File: config.mk
export PLATFORM = sky130hd
export DESIGN_NAME = aes_round_sequencer
export DESIGN_NICKNAME = d
export VERILOG_FILES = /design/src/rtl/aes_round_sequencer.sv
export SDC_FILE = /design/constraint.sdc
export NUM_CORES = 1
export LEC_CHECK = 0
export CORE_MARGIN = 1.5
export CORE_UTILIZATION = 51
export DETAILED_ROUTE_END_ITERATION = 7
export GPL_TIMING_DRIVEN = 0
export PLACE_DENSITY_LB_ADDON = 0.12
export SYNTH_ARGS = -nofsm -noshare
export SYNTH_HDL_FRONTEND = slang
export SYNTH_SLANG_ARGS = --single-unit
File: constraint.sdc
create_clock -name clk -period 1.8 [get_ports clk]
set_input_delay 0.36 -clock clk [delete_from_list [all_inputs] [get_ports clk]]
set_output_delay 0.36 -clock clk [all_outputs]
set_load 0.1 [all_outputs]
File: src/rtl/aes_round_sequencer.sv
// Round/key-schedule sequencer for an iterative AES-128/192/256 datapath, encrypt and decrypt.
// state  | meaning
// IDLE   | waiting for a job; load is a combinational strobe on the acceptance edge
// KEYEXP | decrypt only: forward-expand the key schedule up to the final round key
// INIT   | initial AddRoundKey (round 0 for encrypt, round Nr for decrypt)
// ROUND  | one full/inverse round per cycle; last cycle omits (Inv)MixColumns
// DONE   | result held valid until the consumer takes it
module aes_round_sequencer #(
   parameter int NR_128 = 10,
   parameter int NR_192 = 12,
   parameter int NR_256 = 14,
   parameter int RIDX_W = 4
) (
   input  logic              clk,
   input  logic              rst_n,
   input  logic              start_valid,
   output logic              start_ready,
   input  logic              mode,
   input  logic [1:0]        key_size,
   input  logic              abort,
   output logic              load,
   output logic              key_step,
   output logic              key_dir,
   output logic              init_ark,
   output logic              round_en,
   output logic              last_round,
   output logic              inv,
   output logic [RIDX_W-1:0] round_idx,
   output logic              busy,
   output logic              out_valid,
   input  logic              out_ready,
   output logic              err
);

   typedef enum logic [2:0] {
      S_IDLE,
      S_KEYEXP,
      S_INIT,
      S_ROUND,
      S_DONE
   } state_t;

   state_t            state_q, state_d;
   logic [RIDX_W-1:0] idx_q, idx_d;
   logic [RIDX_W-1:0] rem_q, rem_d;
   logic [RIDX_W-1:0] nr_q, nr_d;
   logic [RIDX_W-1:0] nr_sel;
   logic              inv_q, inv_d;
   logic              err_q, err_d;
   logic              key_legal;
   logic              rem_last;

   always_comb begin
      key_legal = 1'b1;
      case (key_size)
         2'b00:   nr_sel = RIDX_W'(NR_128);
         2'b01:   nr_sel = RIDX_W'(NR_192);
         2'b10:   nr_sel = RIDX_W'(NR_256);
         default: begin
            nr_sel    = RIDX_W'(NR_128);
            key_legal = 1'b0;
         end
      endcase
   end

   // rem_q is the down-counter for KEYEXP and ROUND; terminal count at 1
   assign rem_last = (rem_q == RIDX_W'(1));

   always_ff @(posedge clk) begin
      if (!rst_n) begin
         state_q <= S_IDLE;
         idx_q   <= '0;
         rem_q   <= '0;
         nr_q    <= '0;
         inv_q   <= 1'b0;
         err_q   <= 1'b0;
      end else begin
         state_q <= state_d;
         idx_q   <= idx_d;
         rem_q   <= rem_d;
         nr_q    <= nr_d;
         inv_q   <= inv_d;
         err_q   <= err_d;
      end
   end

   always_comb begin
      state_d     = state_q;
      idx_d       = idx_q;
      rem_d       = rem_q;
      nr_d        = nr_q;
      inv_d       = inv_q;
      err_d       = 1'b0;
      start_ready = rst_n && (state_q == S_IDLE);
      load        = 1'b0;
      key_step    = 1'b0;
      key_dir     = 1'b0;
      init_ark    = 1'b0;
      round_en    = 1'b0;
      last_round  = 1'b0;
      busy        = (state_q != S_IDLE);
      out_valid   = 1'b0;
      inv         = inv_q;
      round_idx   = idx_q;
      err         = err_q;

      case (state_q)
         S_IDLE: begin
            idx_d = '0;
            if (start_valid && start_ready) begin
               if (key_legal) begin
                  load  = 1'b1;
                  nr_d  = nr_sel;
                  rem_d = nr_sel;
                  inv_d = mode;
                  if (mode) begin
                     state_d = S_KEYEXP;
                     idx_d   = RIDX_W'(1);
                  end else begin
                     state_d = S_INIT;
                  end
               end else begin
                  err_d = 1'b1;
               end
            end
         end
         S_KEYEXP: begin
            key_step = 1'b1;
            if (rem_last) begin
               state_d = S_INIT;
            end else begin
               rem_d = rem_q - RIDX_W'(1);
               idx_d = idx_q + RIDX_W'(1);
            end
         end
         S_INIT: begin
            init_ark = 1'b1;
            key_dir  = inv_q;
            state_d  = S_ROUND;
            rem_d    = nr_q;
            idx_d    = inv_q ? nr_q - RIDX_W'(1) : RIDX_W'(1);
         end
         S_ROUND: begin
            round_en   = 1'b1;
            key_step   = 1'b1;
            key_dir    = inv_q;
            last_round = rem_last;
            if (rem_last) begin
               state_d = S_DONE;
            end else begin
               rem_d = rem_q - RIDX_W'(1);
               idx_d = inv_q ? idx_q - RIDX_W'(1) : idx_q + RIDX_W'(1);
            end
         end
         S_DONE: begin
            out_valid = 1'b1;
            key_dir   = inv_q;
            if (out_ready) begin
               state_d = S_IDLE;
               idx_d   = '0;
            end
         end
         default: begin
            state_d = S_IDLE;
            idx_d   = '0;
         end
      endcase

      if (abort && state_q != S_IDLE) begin
         state_d = S_IDLE;
         idx_d   = '0;
      end

      // Outputs read as zero for every cycle reset is asserted, not just after the first edge
      if (!rst_n) begin
         load       = 1'b0;
         key_step   = 1'b0;
         key_dir    = 1'b0;
         init_ark   = 1'b0;
         round_en   = 1'b0;
         last_round = 1'b0;
         busy       = 1'b0;
         out_valid  = 1'b0;
         inv        = 1'b0;
         round_idx  = '0;
         err        = 1'b0;
      end
   end

endmodule

# Yosys cells after proc, flatten, opt, wreduce, memory -nomap -nowiden
# Cells that the tools add are included.
# totals
inputBits,8
regBits,17
out_inout_bits,15
# classes
n_eq_ne,15
muxes,43
bitwise,1
n_reduce_logical,16
addsub,4
# ops
op,n
$mux W4,9
$mux W1,24
$pmux W4 S5,1
$mux W3,5
$pmux W3 S5,1
$ne A2 B2 Y1 const B,7
$pmux W4 S3,1
$sub A4 B1 Y4 const B,3
$reduce_and A3 Y1,3
$eq A3 B2 Y1 const B,2
$pmux W3 S2,1
$reduce_bool A3 Y1,2
$reduce_or A3 Y1,2
$reduce_and A5 Y1,1
$add A4 B1 Y4 const B,1
$eq A4 B1 Y1 const B,1
$reduce_and A4 Y1,1
$reduce_or A2 Y1,2
$eq A3 B1 Y1 const B,1
$eq A3 B3 Y1 const B,1
$logic_and A1 B1 Y1,3
$logic_not A3 Y1,1
$eq A2 B1 Y1 const B,1
$eq A2 B2 Y1 const B,1
4 further kinds,4

# Longest topological paths before layout
# Gate-level depths: netlist (run 1).
# depth
ltp_word,7
ltp_mapped,6
mapped_depth_nobuf,6

# Worst setup path after synthesis (run 1)
# OpenSTA, ideal clock, no wires.
# synth_timing
path_kind,reg-to-output
from,register state_q[1]
to,output last_round
slack_ns,-2.316
path_stages_with_launch,5
n_path_buf,1
arrival_ns,3.756
required_time_ns,1.440
path_cell_list,dfxtp_1 -> buf_4 -> inv_1 -> nor3_1 -> and2_1
# synth_between
elab_chain_len,3
# synth_lines
item,line_no,rtl
start: declaration,43,"state_t state_q, state_d;"
start signal: assignment,78,state_q <= state_d;
$eq A3 B2 Y1,107,case (state_q)
$mux W1,107,
$mux W1,175,if (!rst_n) begin
end: declaration,26,"output logic last_round,"
# Every way passes these cells.

# Worst setup path in the final report (run 1)
# layout_timing
from,register state_q[1]
to,output key_dir
# layout_between
elab_chain_len,4
# layout_lines
item,line_no,rtl
$eq A3 B3 Y1 or $eq A3 B2 Y1 (tied branches),107,
$reduce_or A3 Y1 (no line) *,-,
$mux W1 *,107,
$mux W1 *,175,
end: declaration,23,"output logic key_dir,"
# Mark *: on every way between the ends. The rest lies on a longest branch, timed or not.

==> results by group, run 1 <==
Clock network
  – Sinks on the clock net: 16
  – Clock Pin Slew Worst Setup and Hold Paths: 0.11 ns
  – Number of buffers added to fix hold violations after cts: 0
  – Clock buffers created by TritonCTS: 3
  – Max Buffers Root-to-Sink: 2
  – H-tree depth: 1
  – Later-pin clock latency in the skew report: 0.31 ns
  – Clock tree root buffer cell: sky130_fd_sc_hd__clkbuf_4
  – Clock tree from TritonCTS: done

Cells and area
  – Number of nets in the final layout: 203
  – Fraction of final layout cells with drive strength greater than 1: 0.4492
  – Post-Layout Inst Area: 0.001864 mm²
  – Antenna fix cells: 0
  – Most frequent standard cell in the layout excluding fill and tap cells: sky130_fd_sc_hd__buf_4
  – Area Growth Syn to Fin: 54.56%
  – Top library cells by usage in the layout, fill and taps aside: sky130_fd_sc_hd__buf_4 (22), sky130_fd_sc_hd__nor2_1 (11), sky130_fd_sc_hd__dfxtp_1 (11)

Route
  – Mean number of vias per cell: 6.251
  – Remaining design rule violation count: 0
  – Routed length per placed instance: 18.83 µm
  – Drt first-iter violations: 53
  – Detailed Route WL: 4048 µm
  – Iteration count of the initial detailed-routing pass: 4
  – Vias after detailed routing: 1344
  – Antenna-violating nets left: 0

STA
  – Setup Total Neg Slack: -0.2618 ns
  – Final setup viols: 6
  – Final Skew: 0.002283 ns
  – Relative slew margins: 0.6744
  – Final worst-path cycle share: 1.042
  – Unrepaired setup endpoints after global routing: true
  – Fin. max-slew vios: 0
  – Period minus WS final: 1.875 ns
  – Total count of hold-check failures in the final report: 0
  – Fmax: 533.3 MHz
  – Slew at the pin closest to its max-slew limit: 0.4918 ns
  – Setup slack after layout: -0.07511 ns

Die
  – I/O pin cnt: 23
  – Area of the core: 0.002212 mm²
  – Effective utilization at floorplan: 0.5452
  – Horiz. Die Dim: 51.63 µm
  – Num rows: 17
  – Die area: 0.002666 mm²
  – Vertical extent of the die: 51.63 µm

Yosys
  – Mean instance size in the synthesized netlist: 8.435 µm²
  – Number of enable flip-flop cells after synthesis: 0
  – Part of the Yosys area used for sequential elements: 0.2656
  – Main synth FF type: sky130_fd_sc_hd__dfxtp_1
  – Synthesized instance count: 143
  – Netlist Area Pre-Place: 0.001206 mm²
  – Async S/R FF share, synth: 0
  – Post-synthesis register bit count: 16
  – Yosys Warn Count: 0
  – Post-Syn Nets: 158
  – Number of distinct library cells after synthesis: 51

Worst setup path
  – Master of the slowest instance on the critical path: sky130_fd_sc_hd__dfxtp_4
  – Sort of element at the end of the critical path: output pin
  – Worst R2R Start: idx_q[0]
  – Critical path launch point type: flop
  – Worst Path Class, Setup: flop to output pin
  – Cells along the critical path: buf_8, clkinvlp_4, nor2_2, a21oi_2, nor2_4, buf_12
  – Max FO, Critical Path: 6
  – Start point of the critical path: state_q[1]
  – Signal arrival time at the worst endpoint: 1.52 ns
  – Endpoint required time on the critical path: 1.44 ns
  – Delay of the slowest cell on the worst path: 0.38 ns

Power
  – Leakage power of the design: 0.0007848 µW
  – Power density over the cells: 859.1 mW/mm²
  – Largest voltage drop on the vdd net: 0.6663 mV

Placed design
  – Buffers added on ports: 22
  – Minimum setup slack after placement: -1.326 ns
  – Area after detailed placement: 0.001548 mm²
  – Global placement routability congestion: 0.9138
  – Sum of net half-perimeters after detailed placement: 2345 µm

GRT
  – GRT Total Usage: 0.2944
  – Pin count of the biggest net entering global routing: 11
  – GRT overflow: 0
  – Number of global-route vias before repair: 1218
  – Global-route wire length before repair: 5768 µm
  – Number of antenna violations at the first check in global routing: 0

Outcome
  – Outcome: finished with violations
  – Failing checks: setup timing

Job
  – # Max-Cap Violations: 0

Worst hold path
  – Hold_sp: idx_q[1]
  – Type of the tightest min-delay check: flop to flop
==> area by class of cell <==
type	count	area, µm²
Timing Repair Buffer	41	389.1
Sequential cell	16	331.6
Inverter	11	45.04
Clock buffer	4	36.28
Tap cell	28	35.03
Multi-Input combinational cell	108	909.6
Fill cell	125	347.8
Buffer	7	117.6
==> sequential cells by signal, summed over array words and instances, names as in the netlist <==
| register | count |
|---|---|
| nr_q | 3 |
| idx_q | 4 |
| err_q | 1 |
| state_q | 3 |
| inv_q | 1 |
| rem_q | 4 |
==> worst max-delay path, delay by kind of cell, from the launching register on <==
family | cells | cell delay (ns)
buffers and inverters | 3 | 0.46
flip-flops | 1 | 0.38
AND/OR/NAND/NOR | 2 | 0.30
AO/OA/AOI/OAI | 1 | 0.06
==> where the power goes <==
group,switching (µW),internal (µW),total [µW]
Combinational,502,358,860
Clock,142,124,266
Sequential,69.5,406,475
Total,714,888,1600
==> per-layer routing <==
metal | track usage | vias to the layer above | wire (µm)
met1 | 0.3781 | 632 | 1551
met2 | 0.4893 | 84 | 2027
met4 | 0.1272 | 0 | 117
met5 | 0 | - | 0
met3 | 0.04310 | 18 | 352
li1 | - | 610 | -
==> metrics by stage <==
| stage | hold WS, ns | utilization | std cells | power (µW) |
|---|---|---|---|---|
| 2_1_floorplan | 0.4715 | - | 143 | 991.3 |
| 3_3_place_gp | 0.4972 | 0.6997 | 193 | 1128 |
| 3_5_place_dp | 0.5007 | 0.6997 | 193 | 1141 |
| 4_1_cts | 0.5107 | 0.7981 | 208 | 1506 |
| 5_1_grt | 0.5522 | 0.8428 | 215 | 1675 |
| 6_report | 0.5194 | 0.8428 | 215 | 1602 |
==> logic make-up (layout without fill, tap and decap cells) <==
group | Yosys count | in the layout | share of synthesized area
and+or+nand+nor | 58 | 58 | 0.2915
AOI/OAI and AO/OA | 39 | 39 | 0.2552
buffers and inverters | 19 | 63 | 0.08195
DFF | 16 | 16 | 0.2656
adders and majority gates | 7 | 7 | 0.07261
muxes | 3 | 3 | 0.02593
xor gates and xnor gates | 1 | 1 | 0.007263
==> synth_stat cells (3+ instances only) <==
| master | instances | area share |
|---|---|---|
| sky130_fd_sc_hd__nand2_1 | 4 | 0.012 |
| sky130_fd_sc_hd__and3_1 | 3 | 0.016 |
| sky130_fd_sc_hd__dfxtp_1 | 16 | 0.27 |
| sky130_fd_sc_hd__a21oi_1 | 8 | 0.033 |
| sky130_fd_sc_hd__a211oi_1 | 4 | 0.025 |
| sky130_fd_sc_hd__nor2_1 | 19 | 0.059 |
| sky130_fd_sc_hd__o21ai_0 | 6 | 0.025 |
| sky130_fd_sc_hd__nor3_1 | 4 | 0.017 |
| sky130_fd_sc_hd__inv_1 | 11 | 0.034 |
| sky130_fd_sc_hd__a211oi_2 | 3 | 0.031 |
| sky130_fd_sc_hd__buf_4 | 3 | 0.019 |
| sky130_fd_sc_hd__ha_1 | 7 | 0.073 |
| sky130_fd_sc_hd__and2_1 | 6 | 0.031 |
==> what timing repair did <==
action / CTS / global route
setup buffers: 12 / 8
pin swaps: 5 / 6
endpoints found under the hold margin: 0 / 0
endpoints found under the setup margin: 15 / 13
resized for setup: 131 / 12
==> final timing paths <==
path	cells past startpoint	to	slack, ns
worst max-delay path	6	key_dir	-0.08
worst min-delay path	2	idx_q[1]	0.52
worst max register to register	6	idx_q[2]	0.08
worst min register to register	2	idx_q[1]	0.52
Power figures use the tool's default switching activity.
==> run 2: changes to the inputs <==
--- a/config.mk
+++ b/config.mk
@@ -9,7 +9,7 @@
 export CORE_UTILIZATION = 51
 export DETAILED_ROUTE_END_ITERATION = 7
 export GPL_TIMING_DRIVEN = 0
-export PLACE_DENSITY_LB_ADDON = 0.12
+export PLACE_DENSITY = 0.86
 export SYNTH_ARGS = -nofsm -noshare
 export SYNTH_HDL_FRONTEND = slang
 export SYNTH_SLANG_ARGS = --single-unit
==> run 2 against run 1 <==
  * The run still ends with setup timing left
  * Highest routed layer unchanged
  * Clock power shrank 7%
  * Critical endpoint is now last_round
  * Register-to-register slack lost 0.04 ns
  * Worst setup slack lost 0.0030 ns
==> results by group, run 2 (same netlist as run 1, synthesis figures left out) <==
Outcome
  – Outcome: finished with violations (unchanged)
  – Failing checks: setup timing (unchanged)

Clock network
  – Later-pin clock latency in the skew report: 0.30 ns (was 0.31 ns)
  – Clock tree root buffer cell: sky130_fd_sc_hd__clkbuf_4 (unchanged)
  – Clock Pin Slew Worst Setup and Hold Paths: 0.09 ns (was 0.11 ns)
  – Number of buffers added to fix hold violations after cts: 0 (unchanged)
  – H-tree depth: 1 (unchanged)
  – Max Buffers Root-to-Sink: 2 (unchanged)
  – Clock buffers created by TritonCTS: 3 (unchanged)
  – Sinks on the clock net: 16 (unchanged)
  – Clock tree from TritonCTS: done (unchanged)

Cells and area
  – Layout filler cell count: 117 (was 125)
  – Antenna fix cells: 0 (unchanged)
  – Area Growth Syn to Fin: 58.30% (was 54.56%)
  – Most frequent standard cell in the layout excluding fill and tap cells: sky130_fd_sc_hd__buf_4 (unchanged)
  – Largest registers: idx_q (4), rem_q (4) (unchanged)
  – Top library cells by usage in the layout, fill and taps aside: sky130_fd_sc_hd__buf_4 (24), sky130_fd_sc_hd__nor2_1 (11), sky130_fd_sc_hd__dfxtp_1 (11) (was sky130_fd_sc_hd__buf_4 (22), sky130_fd_sc_hd__nor2_1 (11), sky130_fd_sc_hd__dfxtp_1 (11))
  – Number of nets in the final layout: 208 (was 203)
  – Non-filler cells, final: 220 (was 215)
  – Fraction of final layout cells with drive strength greater than 1: 0.4635 (was 0.4492)

Route
  – Mean number of vias per cell: 6.509 (was 6.251)
  – Routed length per placed instance: 20.37 µm (was 18.83 µm)
  – Remaining design rule violation count: 0 (unchanged)
  – Antenna-violating nets left: 0 (unchanged)
  – Iteration count of the initial detailed-routing pass: 5 (was 4)
  – Detailed Route WL: 4481 µm (was 4048 µm)
  – Vias after detailed routing: 1432 (was 1344)
  – Drt first-iter violations: 94 (was 53)

STA
  – Period minus WS final: 1.878 ns (was 1.875 ns)
  – Setup Total Neg Slack: -0.1812 ns (was -0.2618 ns)
  – Final Skew: 0.01143 ns (was 0.002283 ns)
  – Fin. max-slew vios: 0 (unchanged)
  – Unrepaired setup endpoints after global routing: true (unchanged)
  – Slew at the pin closest to its max-slew limit: 0.5040 ns (was 0.4918 ns)
  – Setup slack after layout: -0.07806 ns (was -0.07511 ns)
  – Total count of hold-check failures in the final report: 0 (unchanged)
  – Final setup viols: 5 (was 6)
  – Relative slew margins: 0.6663 (was 0.6744)
  – Final worst-path cycle share: 1.043 (was 1.042)
  – Fmax: 532.5 MHz (was 533.3 MHz)

GRT
  – Global-route wire length before repair: 6016 µm (was 5768 µm)
  – Pin count of the biggest net entering global routing: 11 (unchanged)
  – Number of antenna violations at the first check in global routing: 0 (unchanged)
  – GRT Total Usage: 0.3056 (was 0.2944)
  – Number of global-route vias before repair: 1248 (was 1218)
  – GRT overflow: 0 (unchanged)

Placed design
  – Placed cell count: 193 (unchanged)
  – Global placement routability congestion: 0.8926 (was 0.9138)
  – Sum of net half-perimeters after detailed placement: 2365 µm (was 2345 µm)
  – Buffers added on ports: 22 (unchanged)

Power
  – Int Pwr: 886.1 µW (was 887.6 µW)
  – Total power after layout: 1604 µW (was 1602 µW)
  – Part of the power in registers: 0.292 (was 0.297)
  – Largest voltage drop on the vdd net: 0.8150 mV (was 0.6663 mV)
  – Switching power share of the total: 0.4475 (was 0.4458)
  – Power density over the cells: 839.9 mW/mm² (was 859.1 mW/mm²)
  – Clock power frac: 0.154 (was 0.166)
  – Net switching power of the design: 717.7 µW (was 714.0 µW)
  – Share of total power in combinational logic: 0.554 (was 0.537)
  – Leakage power of the design: 0.0008158 µW (was 0.0007848 µW)

Job
  – # Max-Cap Violations: 0 (unchanged)

Die
  – Die area: 0.002666 mm² (unchanged)
  – Horiz. Die Dim: 51.63 µm (unchanged)
  – Vertical extent of the die: 51.63 µm (unchanged)
  – Area of the core: 0.002212 mm² (unchanged)
  – Num rows: 17 (unchanged)
  – I/O pin cnt: 23 (unchanged)
  – Effective utilization at floorplan: 0.5452 (unchanged)

Worst setup path
  – Critical path launch point type: flop (unchanged)
  – Endpoint required time on the critical path: 1.44 ns (about the same)
  – Max FO, Critical Path: 6 (unchanged)
  – Sort of element at the end of the critical path: output pin (unchanged)
  – Signal arrival time at the worst endpoint: 1.52 ns (about the same)
  – Worst Path Class, Setup: flop to output pin (unchanged)

Worst hold path
  – Type of the tightest min-delay check: flop to flop (unchanged)
run 2: cell types whose count changed in the layout (fill, tap and decap cells not counted):
| cell | delta |
|---|---|
| sky130_fd_sc_hd__ha_2 | +1 |
| sky130_fd_sc_hd__dfxtp_2 | -2 |
| sky130_fd_sc_hd__inv_1 | -1 |
| sky130_fd_sc_hd__nand2b_4 | -1 |
| sky130_fd_sc_hd__buf_6 | +2 |
| sky130_fd_sc_hd__ha_4 | -1 |
| sky130_fd_sc_hd__dfxtp_4 | +2 |
| sky130_fd_sc_hd__nand2b_1 | +1 |
| sky130_fd_sc_hd__buf_4 | +2 |
| sky130_fd_sc_hd__inv_2 | +1 |
| sky130_fd_sc_hd__buf_12 | +1 |
run 2: worst max-delay path, stage by stage, from the launching register on:
cell,delay [ns]
sky130_fd_sc_hd__dfxtp_4,0.40
sky130_fd_sc_hd__ha_2,0.20
sky130_fd_sc_hd__nor3b_4,0.26
sky130_fd_sc_hd__and2_4,0.20
sky130_fd_sc_hd__buf_12,0.16
run 2: timing repair:
| item | 4_1_cts | 5_1_grt |
|---|---|---|
| setup endpoints to repair | 15 | 13 |
| buffers inserted | 11 | 12 |
| cloned | 0 | 1 |
| pin swaps | 7 | 6 |
| gates resized for setup | 132 | 16 |
run 2: metrics by stage:
step	hold slack, ns	util	worst slack (ns)	instance area (µm²)
2_1_floorplan	0.4715	-	-0.5815	1292
3_3_place_gp	0.4981	0.6997	-1.315	1548
3_5_place_dp	0.5101	0.6997	-1.308	1548
4_1_cts	0.5053	0.7964	-0.08157	1762
5_1_grt	0.5186	0.8631	-0.1021	1909
6_report	0.5059	0.8631	-0.07806	1909
run 2: area by class of cell:
class / count / area (µm²) / area share
Multi-Input combinational cell: 108 / 892.1 / 0.4672
Inverter: 11 / 45.04 / 0.02359
Clock buffer: 4 / 36.28 / 0.01900
Tap cell: 28 / 35.03 / 0.01835
Timing Repair Buffer: 46 / 450.4 / 0.2359
Sequential cell: 16 / 336.6 / 0.1763
Buffer: 7 / 113.9 / 0.05963
run 2: path summary, 6_finish.rpt:
| kind | startpoint | endpoint | slack (ns) | cells after the start |
|---|---|---|---|---|
| max | rem_q[0] | last_round | -0.08 | 4 |
| min | rem_q[0] | rem_q[0] | 0.51 | 1 |
| max reg2reg | rem_q[0] | state_q[1] | 0.04 | 6 |
| min reg2reg | rem_q[0] | rem_q[0] | 0.51 | 1 |
run 2: routing by layer:
metal  up-vias  global-route usage  wire length (µm)
met5         -                   0                 0
met4         0              0.1272               178
met3        27             0.03736               531
met2       138              0.5192              2136
met1       655              0.3893              1634
li1        612                   -                 -
run 2: power by group through the flow:
stage / combinational [µW] / sequential [µW] / clock (µW)
final: 888 / 469 / 247
after global routing: 918 / 474 / 271
after CTS: 791 / 463 / 249
after detailed placement: 674 / 467 / 0
after global placement: 661 / 462 / 0
after floorplan: 540 / 451 / 0
==> run 3: changes to the inputs <==
--- a/config.mk
+++ b/config.mk
@@ -8,6 +8,7 @@
 export CORE_MARGIN = 1.5
 export CORE_UTILIZATION = 51
 export DETAILED_ROUTE_END_ITERATION = 7
+export GPL_ROUTABILITY_DRIVEN = 1
 export GPL_TIMING_DRIVEN = 0
 export PLACE_DENSITY = 0.86
 export SYNTH_ARGS = -nofsm -noshare
==> results of run 3 <==
No change in the layout: final DEF, timing and power equal those of run 2.
